[config.mk]
export PLATFORM = sky130hd
export DESIGN_NAME = seg7_scan_reader
export DESIGN_NICKNAME = d
export VERILOG_FILES = /design/src/rtl/seg7_scan_reader.sv
export SDC_FILE = /design/constraint.sdc
export NUM_CORES = 1
export LEC_CHECK = 0
export ABC_AREA = 1
export BUFFER_PORTS_ARGS = -buffer_cell sky130_fd_sc_hd__buf_2
export CAP_MARGIN = 20
export CORE_ASPECT_RATIO = 1.2
export CORE_MARGIN = 3
export CORE_UTILIZATION = 25
export CTS_CLUSTER_DIAMETER = 50
export DETAILED_ROUTE_END_ITERATION = 8
export PLACE_DENSITY = 0.43
export SETUP_SLACK_MARGIN = 0.1
export SLEW_MARGIN = 15
export SYNTH_ARGS = -nofsm -noshare
export SYNTH_HDL_FRONTEND = slang
export SYNTH_SLANG_ARGS = --single-unit
[constraint.sdc]
create_clock -name clk -period 1.86 [get_ports clk]
set_input_delay 0.186 -clock clk [delete_from_list [all_inputs] [get_ports clk]]
set_output_delay 0.186 -clock clk [all_outputs]
set_load 0.02 [all_outputs]
[src/rtl/seg7_scan_reader.sv]
// seg7_scan_reader
// Watches a multiplexed 7-segment bus (segments plus one-hot digit enables),
// decodes each digit back to BCD and accepts a digit once it has shown the
// same pattern on STABLE_CNT consecutive samples. When every digit has
// committed, the frame is frozen on bcd_out/err_out and offered through a
// valid/ready handshake.
module seg7_scan_reader #(
  parameter int DIGITS     = 4,
  parameter int STABLE_CNT = 3
) (
  input  logic                  clk,
  input  logic                  rst_n,
  input  logic                  sample,
  input  logic [6:0]            seg_in,
  input  logic [DIGITS-1:0]     dig_en,
  output logic [4*DIGITS-1:0]   bcd_out,
  output logic [DIGITS-1:0]     err_out,
  output logic                  frame_valid,
  input  logic                  frame_ready
);

  typedef enum logic {
    COLLECT = 1'b0,
    HOLD    = 1'b1
  } state_t;

  localparam logic [3:0] STABLE_C  = 4'(STABLE_CNT);
  // Invalid flag set, nibble F: the "unknown" code used for reset and bad patterns
  localparam logic [4:0] CODE_BAD  = 5'h1F;

  // Map an active-high a..g pattern to {invalid, bcd}
  function automatic logic [4:0] decode_seg(input logic [6:0] seg);
    logic [4:0] code;
    case (seg)
      7'b1111110: code = 5'h00;
      7'b0110000: code = 5'h01;
      7'b1101101: code = 5'h02;
      7'b1111001: code = 5'h03;
      7'b0110011: code = 5'h04;
      7'b1011011: code = 5'h05;
      7'b1011111: code = 5'h06;
      7'b1110000: code = 5'h07;
      7'b1111111: code = 5'h08;
      7'b1111011: code = 5'h09;
      default:    code = CODE_BAD;
    endcase
    return code;
  endfunction

  state_t                   state_r, state_s;
  logic [DIGITS-1:0][4:0]   cand_r, cand_s;
  logic [DIGITS-1:0][3:0]   cnt_r, cnt_s;
  logic [DIGITS-1:0][4:0]   shadow_r, shadow_s;
  logic [DIGITS-1:0]        committed_r, committed_s;
  logic [DIGITS-1:0]        commit_s;
  logic [4*DIGITS-1:0]      bcd_r, bcd_s;
  logic [DIGITS-1:0]        err_r, err_s;
  logic                     frame_valid_r;
  logic [4:0]               code_s;
  logic                     onehot_s;
  logic                     load_s;
  logic                     handshake_s;

  assign code_s   = decode_seg(seg_in);
  assign onehot_s = (dig_en != {DIGITS{1'b0}}) &&
                    ((dig_en & (dig_en - DIGITS'(1))) == {DIGITS{1'b0}});

  // Per-digit candidate/stability tracking and commit detection for this edge
  always_comb begin
    cand_s   = cand_r;
    cnt_s    = cnt_r;
    shadow_s = shadow_r;
    commit_s = {DIGITS{1'b0}};
    for (int i = 0; i < DIGITS; i++) begin
      if (sample && onehot_s && dig_en[i]) begin
        if (code_s == cand_r[i]) begin
          if (cnt_r[i] != STABLE_C) begin
            cnt_s[i] = cnt_r[i] + 4'd1;
          end else begin
            cnt_s[i] = cnt_r[i];
          end
        end else begin
          cand_s[i] = code_s;
          cnt_s[i]  = 4'd1;
        end
        // A saturated digit re-commits on every matching sample
        if (cnt_s[i] == STABLE_C) begin
          commit_s[i] = 1'b1;
          shadow_s[i] = code_s;
        end else begin
          commit_s[i] = 1'b0;
        end
      end else begin
        commit_s[i] = 1'b0;
      end
    end
  end

  // Frame FSM: committed set bookkeeping, next state and output load
  always_comb begin
    state_s     = state_r;
    load_s      = 1'b0;
    handshake_s = (state_r == HOLD) && frame_ready;
    // Clear happens before this edge's commits so they count toward the next frame
    if (handshake_s) begin
      committed_s = commit_s;
    end else begin
      committed_s = committed_r | commit_s;
    end
    case (state_r)
      COLLECT: begin
        if (&committed_s) begin
          state_s = HOLD;
          load_s  = 1'b1;
        end else begin
          state_s = COLLECT;
        end
      end
      HOLD: begin
        if (frame_ready) begin
          state_s = COLLECT;
        end else begin
          state_s = HOLD;
        end
      end
      default: state_s = COLLECT;
    endcase
  end

  // Flatten the shadow codes into the output frame layout
  always_comb begin
    bcd_s = {(4*DIGITS){1'b0}};
    err_s = {DIGITS{1'b0}};
    for (int i = 0; i < DIGITS; i++) begin
      bcd_s[4*i +: 4] = shadow_s[i][3:0];
      err_s[i]        = shadow_s[i][4];
    end
  end

  // Sequential state: digit trackers, FSM and frozen output frame
  always_ff @(posedge clk or negedge rst_n) begin
    if (!rst_n) begin
      state_r       <= COLLECT;
      cand_r        <= {DIGITS{CODE_BAD}};
      cnt_r         <= {DIGITS{4'd0}};
      shadow_r      <= {DIGITS{CODE_BAD}};
      committed_r   <= {DIGITS{1'b0}};
      bcd_r         <= {(4*DIGITS){1'b1}};
      err_r         <= {DIGITS{1'b1}};
      frame_valid_r <= 1'b0;
    end else begin
      state_r       <= state_s;
      cand_r        <= cand_s;
      cnt_r         <= cnt_s;
      shadow_r      <= shadow_s;
      committed_r   <= committed_s;
      frame_valid_r <= (state_s == HOLD);
      if (load_s) begin
        bcd_r <= bcd_s;
        err_r <= err_s;
      end else begin
        bcd_r <= bcd_r;
        err_r <= err_r;
      end
    end
  end

  assign bcd_out     = bcd_r;
  assign err_out     = err_r;
  assign frame_valid = frame_valid_r;

endmodule

==> metrics.cfg <==
[floorplan]
std_cell_rows = 53
ios = 36
core_um2 = 17700
die_w_um = 129
start_util_pct = 25.7
die_area_um2 = 19900
die_h_um = 154

[grt]
grt_pass1_wl_um = 19600
grt_overflow = 0
grt_usage_pct = 12.4
antenna_found_initial = 0
grt_pass1_vias = 4062
grt_max_degree = 42

[layout]
finalNetCount = 742
syn2layout_area_growth_pct = 52.8
insertedDiodeCount = 0
drive_above_1_share_pct = 53.2

[place]
dp_hpwl_um = 8560
gp_congestion = 0.824
io_buffers = 35

[sta]
rsz0062_at_grt = yes
setup-violations-final = 28
slew-limit-headroom_pct = 60.8
period_share_pct = 113
fin_ws_ps = -247
holdWs_ps = 34.9
min_period_ps = 2110
final.setup_skew_ps = 6.36
final-hold-violation-count = 0
final_max_slew_viol_count = 0
max_freq_mhz = 475
tightest_slew_ps = 588

[synth]
synthArstFlopShare_pct = 100
synth_edf_count = 0
ys_types = 32
yosysMostFrequentCell = nand2_1
ys_ff_latch = 81
netlist_instances = 578
syn_avg_cell_area_um2 = 7.88
netlist_area_um2 = 4550
yosys.area.top_type_share_pct = 34.6
synth_warnings = 0
yosys-top-cells-area = dfstp_2 35%, nand2_1 15%, dfrtp_1 12%
synth_top_area_cell = dfstp_2
synth_commonest_cells = 182 x nand2_1, 89 x inv_1, 60 x dfstp_2
synth.yosys.seq_area_share_pct = 46.2
syn_nets = 597
synth_top_flop_cell = dfstp_2

[critical_path]
worst-path-max-fanout = 5
r2r_start = cnt_r[0]$_DFFE_PN0P_
critPathLaunch = cnt_r[0]$_DFFE_PN0P_
regToRegSetupSlack_ps = -250
end_kind = flip-flop
crit_required_ps = 2140
path_class = reg -> reg
rr_endpoint = bcd_out[6]$_DFFE_PN1P_
crit_arrival_ps = 2390
crit_path_start_kind = flip-flop
ff2ff_path_depth = 14

[power_and_ir_drop]
sw_frac_of_total_pct = 28.7
power.total_mw = 5.41
p_leak_nw = 3.45
combPwrFrac_pct = 24.9
seq_power_share_pct = 39.8
p_sw_mw = 1.55
p_int_mw = 3.86
p_per_area_nw_per_um2 = 778
clockPowerShare_pct = 35.3
vdd_drop_max_uv = 419

[min_path]
hold_start = frame_ready
worst_hold_path.num_cells = 2
worstHoldEndpoint = frame_valid$_DFF_PN0_
hp-class = in -> reg

[job]
drv_cap = 0

[clock_network]
cts_tree = built
root_buffer = clkbuf_16
cts_buffers = 9
cts_max_level = 3
clockBufferDepth = 2
clk_latency_ps = 340
cts_sinks = 81
path_clk_slew_ps = 60

[routing]
avgRoutedWirePerCell_um = 13.4
wl_um = 12700
drc_errors = 0
first_pass_iters = 4
viasPerCell = 4.35
vias = 4120
dr.first_iter.drc_count = 117
ant_nets = 0

[outcome]
violations = setup timing
status = complete, but fails checks

## worst max path at each step
| stage | endpoint | slack (ps) | cells past startpoint |
|---|---|---|---|
| floorplan | err_out[2]$_DFFE_PN1P_ | -160 | 18 |
| global placement | err_out[1]$_DFFE_PN1P_ | -590 | 18 |
| detailed placement | bcd_out[6]$_DFFE_PN1P_ | -650 | 18 |
| CTS | bcd_out[6]$_DFFE_PN1P_ | -230 | 14 |
| global route | bcd_out[15]$_DFFE_PN1P_ | -370 | 16 |
| finish | bcd_out[6]$_DFFE_PN1P_ | -250 | 14 |
## worst max-delay path, cell delays in order (launching register included)
cell	delay, ps
dfrtp_1	380
ha_2	190
inv_2	70
nor2_4	30
inv_2	70
nor2_4	40
buf_4	130
mux2_4	220
nand4_4	100
nor2_4	150
nor2_4	70
nor2_8	240
clkbuf_16	210
nand3_2	60
nand2_1	70
## final cells by class
class / instances / area [um2]
Inverter: 91 / 342
Clock buffer: 13 / 250
Clock inverter: 3 / 65.1
Multi-Input combinational cell: 398 / 2650
Tap cell: 220 / 275
Fill cell: 1778 / 10700
Sequential cell: 81 / 2100
Timing Repair Buffer: 142 / 1280
## routing by layer
layer	share of wire, %	vias up	GRT usage [%]
li1	-	2090	-
met1	45	1960	16.2
met2	51	56	20.3
met3	2.5	14	1.70
met4	1.7	0	5.30
met5	0	-	0
## power by group through the flow
stage	Clock (mW)	Sequential, mW	Combinational (mW)
after floorplan	0	2.15	0.602
after global placement	0	2.16	0.971
after detailed placement	0	2.16	0.984
after CTS	1.97	2.14	1.15
after global routing	2.04	2.18	1.48
final	1.91	2.15	1.35
## cell families (layout without fill, tap and decap cells)
| family | count (synthesis) | after routing | synth area share (%) |
|---|---|---|---|
| multiplexers | 4 | 4 | 0.989 |
| buffers and inverters | 101 | 249 | 9.34 |
| AND/OR/NAND/NOR | 328 | 330 | 35.1 |
| XOR/XNOR | 9 | 9 | 1.73 |
| AO/OA/AOI/OAI | 51 | 51 | 5.63 |
| adder cells (fa/ha/maj) | 4 | 4 | 1.10 |
| flip-flops | 81 | 81 | 46.2 |
## through the flow
| stage | utilization, % | instances | TNS (ps) | setup slack, ps | area (um2) |
|---|---|---|---|---|---|
| after floorplan | - | 578 | -3250 | -158 | 4670 |
| after global placement | 32.0 | 897 | -20430 | -592 | 5660 |
| after detailed placement | 32.0 | 897 | -24040 | -647 | 5660 |
| after CTS | 35.7 | 930 | -4600 | -229 | 6320 |
| after global routing | 39.3 | 948 | -8950 | -375 | 6960 |
| final | 39.3 | 948 | -4940 | -247 | 6960 |
## sequential cells by signal, indices dropped and copies added, names as in the netlist
register / count
bcd_out: 16
cand_r: 20
cnt_r: 16
committed_r: 4
err_out: 4
frame_valid: 1
shadow_r: 20
## cell usage in the layout (no fill, tap or decap), types with 6 or more instances in the layout
master / count
nand2_1: 143
buf_4: 74
inv_1: 73
dfstp_2: 60
nand2_2: 37
nand3_1: 28
o21ai_0: 28
buf_2: 27
nor2_4: 26
nand3_2: 26
buf_6: 26
dfrtp_1: 21
nor2_1: 19
inv_2: 18
nand2_4: 18
clkbuf_16: 12
o21ai_2: 11
nor2_2: 9
buf_12: 6
## timing repair
item	CTS	global route
setup endpoints to repair	42	69
hold endpoints to repair	11	0
setup buffers	17	16
pin swaps	22	29
cloned	1	6
hold buffers	1	0
gates resized for setup	52	140
(Power assumes the default switching activity.)
